File: src/rtl/hazard_ctrl_if.sv
// ----------------------------------------------------------------------------
// hazard_ctrl_if
//
// Bundles the signals exchanged between the pipeline datapath and the hazard
// and control unit. Signal suffixes are written from the hazard unit's point
// of view: *_i are observed by the unit, *_o are driven by it.
//
// Modports:
//   slave  - hazard unit side (observes operand/status, drives stall/flush)
//   master - pipeline side (drives operand/status, observes stall/flush)
//
// Signals:
//   id_rs1_addr_i / id_rs2_addr_i  [4:0]  source registers of the ID instruction
//   id_rs1_used_i / id_rs2_used_i         ID instruction really reads rs1/rs2
//   ex_rd_i                        [4:0]  destination register of the EX instruction
//   ex_memread_en_i                       EX instruction is a load
//   ex_redirect_i                         taken branch/jump resolved in EX
//   mem_req_i                             MEM stage holds a load/store
//   mem_ready_i                           data memory completes the access
//   pc_stall_o                            hold PC
//   if_id_stall_o / if_id_flush_o         IF/ID register control
//   id_ex_stall_o / id_ex_flush_o         ID/EX register control
//   ex_mem_stall_o                        hold EX/MEM
// ----------------------------------------------------------------------------
interface hazard_ctrl_if;

    logic [4:0] id_rs1_addr_i;
    logic [4:0] id_rs2_addr_i;
    logic       id_rs1_used_i;
    logic       id_rs2_used_i;
    logic [4:0] ex_rd_i;
    logic       ex_memread_en_i;
    logic       ex_redirect_i;
    logic       mem_req_i;
    logic       mem_ready_i;

    logic       pc_stall_o;
    logic       if_id_stall_o;
    logic       if_id_flush_o;
    logic       id_ex_stall_o;
    logic       id_ex_flush_o;
    logic       ex_mem_stall_o;

    modport slave (
        input  id_rs1_addr_i,
        input  id_rs2_addr_i,
        input  id_rs1_used_i,
        input  id_rs2_used_i,
        input  ex_rd_i,
        input  ex_memread_en_i,
        input  ex_redirect_i,
        input  mem_req_i,
        input  mem_ready_i,
        output pc_stall_o,
        output if_id_stall_o,
        output if_id_flush_o,
        output id_ex_stall_o,
        output id_ex_flush_o,
        output ex_mem_stall_o
    );

    modport master (
        output id_rs1_addr_i,
        output id_rs2_addr_i,
        output id_rs1_used_i,
        output id_rs2_used_i,
        output ex_rd_i,
        output ex_memread_en_i,
        output ex_redirect_i,
        output mem_req_i,
        output mem_ready_i,
        input  pc_stall_o,
        input  if_id_stall_o,
        input  if_id_flush_o,
        input  id_ex_stall_o,
        input  id_ex_flush_o,
        input  ex_mem_stall_o
    );

endinterface : hazard_ctrl_if

File: src/rtl/hazard_ctrl.sv
// ----------------------------------------------------------------------------
// hazard_ctrl
//
// Hazard and control unit for the five-stage core. Detects load-use hazards
// and data-memory waits, handles EX-stage redirects, and drives the stall and
// flush controls of the PC and the IF/ID, ID/EX and EX/MEM stage registers.
// A three-state FSM (RUN / MEM_WAIT / SQUASH) sequences multi-cycle memory
// waits and the one-cycle squash of the fetch word that is already in flight
// from the synchronous instruction memory when a redirect happens.
//
// Ports:
//   clk_i        core clock, rising edge
//   n_rst        asynchronous active-low reset
//   hz_if        hazard_ctrl_if.slave - operand/status inputs, stall/flush outputs
//   stall_cnt_o  [31:0] cycles with pc_stall_o high      (HAZARD_PERF_CNT_EN only)
//   flush_cnt_o  [31:0] cycles with if_id_flush_o high   (HAZARD_PERF_CNT_EN only)
//
// Configuration:
//   HAZARD_PERF_CNT_EN - when defined, adds the two wrapping 32-bit
//                        performance counters and their output ports.
//
// Priority of events in any cycle: memory wait > redirect > (owed squash) >
// load-use. All stall/flush outputs are combinational from state and inputs.
// ----------------------------------------------------------------------------
module hazard_ctrl (
    input  logic         clk_i,
    input  logic         n_rst,
`ifdef HAZARD_PERF_CNT_EN
    output logic [31:0]  stall_cnt_o,
    output logic [31:0]  flush_cnt_o,
`endif
    hazard_ctrl_if.slave hz_if
);

    typedef enum logic [1:0] {
        ST_RUN      = 2'd0,
        ST_MEM_WAIT = 2'd1,
        ST_SQUASH   = 2'd2
    } state_e;

    // One bit per stage-register control line, kept together so the decode
    // below can assign a whole control pattern at once.
    typedef struct packed {
        logic pc_stall;
        logic if_id_stall;
        logic if_id_flush;
        logic id_ex_stall;
        logic id_ex_flush;
        logic ex_mem_stall;
    } ctl_t;

    localparam ctl_t CTL_STALL_ALL = '{pc_stall: 1'b1, if_id_stall: 1'b1, if_id_flush: 1'b0,
                                       id_ex_stall: 1'b1, id_ex_flush: 1'b0, ex_mem_stall: 1'b1};
    localparam ctl_t CTL_REDIRECT  = '{pc_stall: 1'b0, if_id_stall: 1'b0, if_id_flush: 1'b1,
                                       id_ex_stall: 1'b0, id_ex_flush: 1'b1, ex_mem_stall: 1'b0};
    localparam ctl_t CTL_SQUASH    = '{pc_stall: 1'b0, if_id_stall: 1'b0, if_id_flush: 1'b1,
                                       id_ex_stall: 1'b0, id_ex_flush: 1'b0, ex_mem_stall: 1'b0};
    localparam ctl_t CTL_BUBBLE    = '{pc_stall: 1'b1, if_id_stall: 1'b1, if_id_flush: 1'b0,
                                       id_ex_stall: 1'b0, id_ex_flush: 1'b1, ex_mem_stall: 1'b0};

    state_e state_q, state_d;
    logic   pend_squash_q, pend_squash_d;   // squash owed when MEM_WAIT ends
    ctl_t   ctl;                            // ungated control decision
    ctl_t   ctl_out;                        // control after reset gating

    logic   load_use;
    logic   mem_wait;
    logic   rs1_hit;
    logic   rs2_hit;
    logic   take_run;                       // evaluate the RUN rules this cycle
    logic   take_squash;                    // evaluate the squash rules this cycle

    // ------------------------------------------------------------------------
    // Hazard detection
    // ------------------------------------------------------------------------
    // A load into x0 never produces a value worth waiting for.
    assign rs1_hit  = hz_if.id_rs1_used_i && (hz_if.id_rs1_addr_i == hz_if.ex_rd_i);
    assign rs2_hit  = hz_if.id_rs2_used_i && (hz_if.id_rs2_addr_i == hz_if.ex_rd_i);
    assign load_use = hz_if.ex_memread_en_i && (hz_if.ex_rd_i != 5'd0) && (rs1_hit || rs2_hit);
    assign mem_wait = hz_if.mem_req_i && !hz_if.mem_ready_i;

    // ------------------------------------------------------------------------
    // State register
    // ------------------------------------------------------------------------
    // NOTE: sequential state uses non-blocking assignments so every register
    // samples the pre-edge value of every other register.
    always_ff @(posedge clk_i or negedge n_rst) begin
        if (!n_rst) begin
            state_q       <= ST_RUN;
            pend_squash_q <= 1'b0;
        end else begin
            state_q       <= state_d;
            pend_squash_q <= pend_squash_d;
        end
    end

    // ------------------------------------------------------------------------
    // Next-state and control decode
    // ------------------------------------------------------------------------
    // NOTE: every variable written here gets a default first; a path that
    // leaves one unassigned would infer a latch.
    always_comb begin
        state_d       = state_q;
        pend_squash_d = pend_squash_q;
        ctl           = '0;
        take_run      = 1'b0;
        take_squash   = 1'b0;

        unique case (state_q)
            ST_RUN: begin
                take_run = 1'b1;
            end

            // EX (and with it ex_redirect_i) is frozen while we wait, so a
            // redirect seen during the wait is simply acted on at exit.
            ST_MEM_WAIT: begin
                if (mem_wait) begin
                    ctl = CTL_STALL_ALL;
                end else if (pend_squash_q) begin
                    take_squash = 1'b1;
                end else begin
                    take_run = 1'b1;
                end
            end

            // The squash is deferred when memory stalls the pipe; the fetch
            // word in flight is held in place, so it is still discarded later.
            ST_SQUASH: begin
                if (mem_wait) begin
                    ctl           = CTL_STALL_ALL;
                    state_d       = ST_MEM_WAIT;
                    pend_squash_d = 1'b1;
                end else begin
                    take_squash = 1'b1;
                end
            end

            default: begin
                state_d       = ST_RUN;
                pend_squash_d = 1'b0;
            end
        endcase

        if (take_run) begin
            pend_squash_d = 1'b0;
            if (mem_wait) begin
                ctl     = CTL_STALL_ALL;
                state_d = ST_MEM_WAIT;
            end else if (hz_if.ex_redirect_i) begin
                // Any load-use on the ID instruction is moot: it is squashed.
                ctl     = CTL_REDIRECT;
                state_d = ST_SQUASH;
            end else if (load_use) begin
                ctl     = CTL_BUBBLE;
                state_d = ST_RUN;
            end else begin
                state_d = ST_RUN;
            end
        end

        // The ID slot holds the bubble inserted by the redirect, so load-use
        // is not considered during the squash cycle. A new redirect restarts
        // the squash sequence.
        if (take_squash) begin
            pend_squash_d = 1'b0;
            if (hz_if.ex_redirect_i) begin
                ctl     = CTL_REDIRECT;
                state_d = ST_SQUASH;
            end else begin
                ctl     = CTL_SQUASH;
                state_d = ST_RUN;
            end
        end
    end

    // NOTE: the combinational hazard paths are gated by n_rst so the pipeline
    // sees no stall or flush while reset is asserted.
    assign ctl_out = n_rst ? ctl : '0;

    assign hz_if.pc_stall_o     = ctl_out.pc_stall;
    assign hz_if.if_id_stall_o  = ctl_out.if_id_stall;
    assign hz_if.if_id_flush_o  = ctl_out.if_id_flush;
    assign hz_if.id_ex_stall_o  = ctl_out.id_ex_stall;
    assign hz_if.id_ex_flush_o  = ctl_out.id_ex_flush;
    assign hz_if.ex_mem_stall_o = ctl_out.ex_mem_stall;

    // ------------------------------------------------------------------------
    // Performance counters
    // ------------------------------------------------------------------------
`ifdef HAZARD_PERF_CNT_EN
    logic [31:0] stall_cnt_q;
    logic [31:0] flush_cnt_q;

    // Both counters wrap naturally at 2^32.
    always_ff @(posedge clk_i or negedge n_rst) begin
        if (!n_rst) begin
            stall_cnt_q <= 32'd0;
            flush_cnt_q <= 32'd0;
        end else begin
            if (ctl_out.pc_stall) begin
                stall_cnt_q <= stall_cnt_q + 32'd1;
            end
            if (ctl_out.if_id_flush) begin
                flush_cnt_q <= flush_cnt_q + 32'd1;
            end
        end
    end

    assign stall_cnt_o = stall_cnt_q;
    assign flush_cnt_o = flush_cnt_q;
`endif

endmodule : hazard_ctrl

File: src/flat_wrapper.sv
// flat-port wrapper written by rule: the top's interface ports become plain ports
module hazard_ctrl_flat 
  (clk_i, n_rst, hz_if_id_rs1_addr_i, hz_if_id_rs2_addr_i, hz_if_id_rs1_used_i, hz_if_id_rs2_used_i, hz_if_ex_rd_i, hz_if_ex_memread_en_i, hz_if_ex_redirect_i, hz_if_mem_req_i, hz_if_mem_ready_i, hz_if_pc_stall_o, hz_if_if_id_stall_o, hz_if_if_id_flush_o, hz_if_id_ex_stall_o, hz_if_id_ex_flush_o, hz_if_ex_mem_stall_o);
  hazard_ctrl_if hz_if_i ();
  input  logic clk_i;
  input  logic n_rst;
  input wire logic [$bits(hz_if_i.id_rs1_addr_i)-1:0] hz_if_id_rs1_addr_i;
  input wire logic [$bits(hz_if_i.id_rs2_addr_i)-1:0] hz_if_id_rs2_addr_i;
  input wire logic [$bits(hz_if_i.id_rs1_used_i)-1:0] hz_if_id_rs1_used_i;
  input wire logic [$bits(hz_if_i.id_rs2_used_i)-1:0] hz_if_id_rs2_used_i;
  input wire logic [$bits(hz_if_i.ex_rd_i)-1:0] hz_if_ex_rd_i;
  input wire logic [$bits(hz_if_i.ex_memread_en_i)-1:0] hz_if_ex_memread_en_i;
  input wire logic [$bits(hz_if_i.ex_redirect_i)-1:0] hz_if_ex_redirect_i;
  input wire logic [$bits(hz_if_i.mem_req_i)-1:0] hz_if_mem_req_i;
  input wire logic [$bits(hz_if_i.mem_ready_i)-1:0] hz_if_mem_ready_i;
  output wire logic [$bits(hz_if_i.pc_stall_o)-1:0] hz_if_pc_stall_o;
  output wire logic [$bits(hz_if_i.if_id_stall_o)-1:0] hz_if_if_id_stall_o;
  output wire logic [$bits(hz_if_i.if_id_flush_o)-1:0] hz_if_if_id_flush_o;
  output wire logic [$bits(hz_if_i.id_ex_stall_o)-1:0] hz_if_id_ex_stall_o;
  output wire logic [$bits(hz_if_i.id_ex_flush_o)-1:0] hz_if_id_ex_flush_o;
  output wire logic [$bits(hz_if_i.ex_mem_stall_o)-1:0] hz_if_ex_mem_stall_o;
  assign hz_if_i.id_rs1_addr_i = hz_if_id_rs1_addr_i;
  assign hz_if_i.id_rs2_addr_i = hz_if_id_rs2_addr_i;
  assign hz_if_i.id_rs1_used_i = hz_if_id_rs1_used_i;
  assign hz_if_i.id_rs2_used_i = hz_if_id_rs2_used_i;
  assign hz_if_i.ex_rd_i = hz_if_ex_rd_i;
  assign hz_if_i.ex_memread_en_i = hz_if_ex_memread_en_i;
  assign hz_if_i.ex_redirect_i = hz_if_ex_redirect_i;
  assign hz_if_i.mem_req_i = hz_if_mem_req_i;
  assign hz_if_i.mem_ready_i = hz_if_mem_ready_i;
  assign hz_if_pc_stall_o = hz_if_i.pc_stall_o;
  assign hz_if_if_id_stall_o = hz_if_i.if_id_stall_o;
  assign hz_if_if_id_flush_o = hz_if_i.if_id_flush_o;
  assign hz_if_id_ex_stall_o = hz_if_i.id_ex_stall_o;
  assign hz_if_id_ex_flush_o = hz_if_i.id_ex_flush_o;
  assign hz_if_ex_mem_stall_o = hz_if_i.ex_mem_stall_o;
  hazard_ctrl u_core (.clk_i(clk_i), .n_rst(n_rst), .hz_if(hz_if_i));
endmodule
File: config.mk
export PLATFORM = sky130hd
export DESIGN_NAME = hazard_ctrl_flat
export DESIGN_NICKNAME = d
export VERILOG_FILES = /design/src/rtl/hazard_ctrl_if.sv /design/src/rtl/hazard_ctrl.sv /design/src/flat_wrapper.sv
export SDC_FILE = /design/constraint.sdc
export NUM_CORES = 1
export LEC_CHECK = 0
export BUFFER_PORTS_ARGS = -buffer_cell sky130_fd_sc_hd__buf_2
export CORE_AREA = 2 2 39 41
export CTS_CLUSTER_SIZE = 16
export DETAILED_ROUTE_END_ITERATION = 10
export DIE_AREA = 0 0 41 43
export HOLD_SLACK_MARGIN = 0.02
export PLACE_DENSITY = 0.66
export SYNTH_ARGS = -nofsm -noshare
export SYNTH_HDL_FRONTEND = slang
export SYNTH_SLANG_ARGS = --single-unit
export TNS_END_PERCENT = 10
File: constraint.sdc
create_clock -name clk_i -period 1.86 [get_ports clk_i]
set_input_delay 0.279 -clock clk_i [delete_from_list [all_inputs] [get_ports clk_i]]
set_output_delay 0.279 -clock clk_i [all_outputs]
set_load 0.005 [all_outputs]
Word level (Yosys, flattened, before mapping)
Cells that the tools add are included. W data, S select, Z words.

Reduce and logical (&&, ||, !) cells: 12. Equality and inequality tests: 6. Mux-type cells: 26.

Operators with widths (count): $mux W6 (8); $mux W2 (6); $eq A5 B5 Y1 (2); $mux W1 (8); $pmux W1 S2 (3); $logic_and A1 B1 Y1 (5); $reduce_bool A5 Y1 (1); $ne A4 B1 Y1 const B (1); $pmux W2 S2 (1); $reduce_or A2 Y1 (2); $ne A3 B1 Y1 const B (1); $eq A2 B1 Y1 const B (1); $eq A2 B2 Y1 const B (1); $logic_not A2 Y1 (1); $reduce_and A2 Y1 (1); $logic_not A1 Y1 (1); $logic_or A1 B1 Y1 (1).

Bits of input ports: 23. Flip-flop bits (word level): 3. Output and inout bits: 6.

Longest topological paths before layout
Word-level depth: 10. Gate-level depth with buffers: 7. Gate-level depth less buffers: 7.

Least setup slack after synthesis
No wires, ideal clock.

Path kind: flip-flop to output port. From: register u_core.state_q[1]. To: output hz_if_pc_stall_o. Data arrival time: 1456 ps. Stages on the path, launching flop included: 8. Setup slack: 125 ps. Data required time: 1581 ps. Path through: dfrtp_1 > inv_1 > ha_1 > a21o_1 > nand3_1 > o2111ai_1 > o21bai_1 > buf_4.

Cells in the longest elaborated chain, start to end: 9.

RTL lines: start, declared (RTL line hazard_ctrl.sv:61) `state_e state_q, state_d;`; start signal, assigned (RTL line hazard_ctrl.sv:92) `state_q <= state_d;`; $eq A2 B1 Y1 or $eq A2 B2 Y1 (tied branches) (RTL line hazard_ctrl.sv:109) `unique case (state_q)`; $reduce_or A2 Y1 (no source line); $mux W6; $mux W6 (RTL line hazard_ctrl.sv:153) `end else if (load_use) begin`; $mux W6 (RTL line hazard_ctrl.sv:149) `end else if (hz_if.ex_redirect_i) begin`; $mux W6 (RTL line hazard_ctrl.sv:146) `if (mem_wait) begin`; $mux W6 (RTL line hazard_ctrl.sv:144) `if (take_run) begin`; $mux W6 (*) (RTL line hazard_ctrl.sv:164) `if (take_squash) begin`; $mux W6 (*) (RTL line hazard_ctrl.sv:178) `assign ctl_out = n_rst ? ctl : '0;`; end, declared (RTL line flat_wrapper.sv:16) `output wire logic [$bits(hz_if_i.pc_stall_o)-1:0] hz_if_pc_stall_o;`.

Every way passes the cells marked *; elsewhere a longest branch is shown, timed or not.

Final worst setup path
From: register u_core.state_q[1]. To: output hz_if_if_id_stall_o.

Cells in the longest elaborated chain, start to end: 9.

RTL lines: $eq A2 B1 Y1 or $eq A2 B2 Y1 (tied branches) (RTL line hazard_ctrl.sv:109); $reduce_or A2 Y1 (no source line); $mux W6; $mux W6 (RTL line hazard_ctrl.sv:153); $mux W6 (RTL line hazard_ctrl.sv:149); $mux W6 (RTL line hazard_ctrl.sv:146); $mux W6 (RTL line hazard_ctrl.sv:144); $mux W6 (*) (RTL line hazard_ctrl.sv:164); $mux W6 (*) (RTL line hazard_ctrl.sv:178); end, declared (RTL line flat_wrapper.sv:17) `output wire logic [$bits(hz_if_i.if_id_stall_o)-1:0] hz_if_if_id_stall_o;`.

Marks and branches as above.

==> results.md <==
- Status: finished with violations
- Failing checks: setup timing
- H-tree lvl count: 1
- Die area: 0.00176 sq mm
- ANT nets after route: 0
- Fin nets: 123
- Dpl cells: 98
- Finished Layout Cells: 111
- Asr flop ratio synth: 100%
- Placement Setup Slack: 32.7 ps
- Core area: 0.00138 sq mm
- DRT iter0 DRCs: 9
- Critical path type: reg -> out
- Crit end category: output port
- Worst-Margin Slew: 299 ps
- Slew margin rel.: 80.1%
- RSZ-0062 raised after global routing: true
- Final Wtd Congestion: 0.890
- Final instance area: 761 sq um
- Fill cells: 130
- Post-DR wirelength/cell: 11.8 microns
- Synth top area cells: xnor2_1 20%, dfrtp_1 17%, ha_1 12%, a21oi_1 6.9%, o21ai_0 4.6%
- M3 GR Usage: 3.66%
- Worst-path fanout max: 3
- Worst r2r path cells: 7
- # rows: 14
- CP required: 1580 ps
- Largest area contributor in the netlist: xnor2_1
- Post-synth top area share: 20.2%
- Vias per inst: 4.88
- Largest net degree at the start of global routing: 8
- Placed cell area: 579 sq um
- Dpl hpwl: 890 microns
- I/O Pins: 29
- GR Overflow Total: 0
- CP Launch Type: flop
- Final worst path period share: 102%
- Max-Cap Viols: 0
- Worst-path clk slew: 30 ps
- Mapped Cells: 56
- Final critical-path required period: 1900 ps
- Overall routing resource usage: 15.6%
- Area Overhead vs Synth: 75.2%
- Layout cells sized above 1: 52.6%
- Synth warn: 0
- Sequential share of the synthesized area: 17.3%
- Yosys cell types: 23
- DRC: 0
- TritonCTS clock tree: yes
- Gr busiest metal: met2
- Seq cells post-synth: 3
- Min Hold Slack: 296 ps
- Initial core utilization: 31.4%
- First-pass GRT wire length: 1.81 mm
- Multi-input logic area: 403 sq um
- GR met2 Demand/Resource: 27.2%
- WP data arrival: 1620 ps
- CTS root buf: clkbuf_4
- Leakage: 0.344 nW
- Number of synthesized flops with an enable pin: 0
- Chip height: 43 microns
- Drt pass-1 iters: 6
- Fmax: 0.526 GHz
- Met1 Use GR: 14.0%
- Syn Nets: 83
- N_diodes: 0
- Hold crit path type: in -> reg
- Clock Path Buffers: 2
- Final Hold Fails: 0
- Vias in the first global route: 486
- Setup Skew: 2.19 ps
- Worst Hold Path Cells: 2
- Count of final setup violators: 3
- Worst vdd ir: 664 uV
- Initial antenna violation count: 0
- Final wirelength: 1.31 mm
- Synth Flop Type: dfrtp_1
- Number of CTS-inserted buffers: 3
- Final count of pins violating max slew: 0
- Syn Area/Cell: 7.75 sq um
- Via count: 542
- Synthesized area: 434 sq um
- Clk_lat worst skew: 230 ps
- Pwr per Cell Area: 1160 mW/mm^2
- Buffers on Ports: 28
- Sequential Area: 76.3 sq um
- Clock Sink Count: 3
- Die W: 41 microns
- PnR worst setup slack: -41.4 ps
==> report_power, final <==
group	total [mW]	leakage [nW]	switching [mW]	internal (mW)
sequential	0.135	0.0377	0.0388	0.0961
clock	0.111	0.0150	0.0312	0.0802
combinational	0.633	0.291	0.307	0.326
==> Yosys cell counts (2+ instances only) <==
cell     count
a21oi_1      6
buf_4        2
dfrtp_1      3
ha_1         4
inv_1        5
nand2_1      3
nand3_1      2
nand4_1      2
nor2_1       3
o21ai_0      4
xnor2_1     10
==> cells by family (layout without fill, tap and decap cells) <==
group                    Yosys count  count (layout)  synth area share, %
AO/OA/AOI/OAI                     17              17                 24.2
XOR/XNOR                          10              10                 20.2
adder cells (fa/ha/maj)            4               4                 11.5
buffers and inverters              7              46                 7.78
flip-flops                         3               3                 17.3
multiplexers                       1               1                 2.31
AND/OR/NAND/NOR                   14              14                 16.7
==> worst paths after layout <==
| path | startpoint | to | slack, ps |
|---|---|---|---|
| hold reg to reg | u_core.state_q[0] | u_core.state_q[0] | 660 |
| setup / recovery | u_core.state_q[1] | hz_if_if_id_stall_o | -40 |
| max in group asynchronous | n_rst | u_core.state_q[0] | 1310 |
| setup reg to reg | u_core.state_q[1] | u_core.pend_squash_q | 190 |
| hold / removal | hz_if_ex_redirect_i | u_core.state_q[1] | 300 |
| min in group asynchronous | n_rst | u_core.pend_squash_q | 400 |
==> registers in the layout, summed over array words and instances (netlist names) <==
name and cells:
u_core.pend_squash_q 1, u_core.state_q 2
==> layout by cell type (no fill, tap or decap), drive strengths merged, types with 2 or more instances in the layout <==
| cell | n |
|---|---|
| ha | 4 |
| nand2 | 3 |
| o21ai | 4 |
| buf | 36 |
| nand3 | 2 |
| xnor2 | 10 |
| dfrtp | 3 |
| inv | 5 |
| a21oi | 6 |
| clkbuf | 4 |
| nor2 | 3 |
| nand4 | 2 |
==> per-layer routing <==
layer	share of wire, %	vias to the layer above	wire (microns)
met2	54	31	708
met1	35	235	453
met3	11	0	143
met5	0	-	0
met4	0	0	0
li1	-	276	-
==> final cells by class <==
class / count / area share (%)
timing repair buffer: 37 / 28.1
clock buffer: 4 / 3.45
inverter: 5 / 2.80
multi-input combinational: 46 / 53.0
tap: 16 / 2.63
sequential: 3 / 10.0
==> worst max-delay path: stages (launching register included) <==
cell and delay (ps):
dfrtp_1 400, buf_6 140, ha_4 150, a21o_1 190, nand3_4 110, o2111ai_4 110, o21bai_1 170, buf_2 130
==> metrics by stage <==
| step | power, mW | TNS, ps | util, % |
|---|---|---|---|
| after detailed placement | 0.487 | 0 | 41.9 |
| after global placement | 0.477 | 0 | 41.9 |
| after floorplan | 0.381 | 0 | - |
| after CTS | 0.748 | -157 | 49.9 |
| final | 0.879 | -123 | 55.0 |
| after global routing | 0.955 | -418 | 55.0 |
==> what timing repair did <==
action	CTS	global route
setup endpoints to repair	4	4
pin swaps	6	6
buffers inserted	3	5
endpoints found under the hold margin	3	0
cloned	0	0
resized for setup	12	7
hold buffers	1	0
Note: power is estimated with default switching activity, not from simulation.
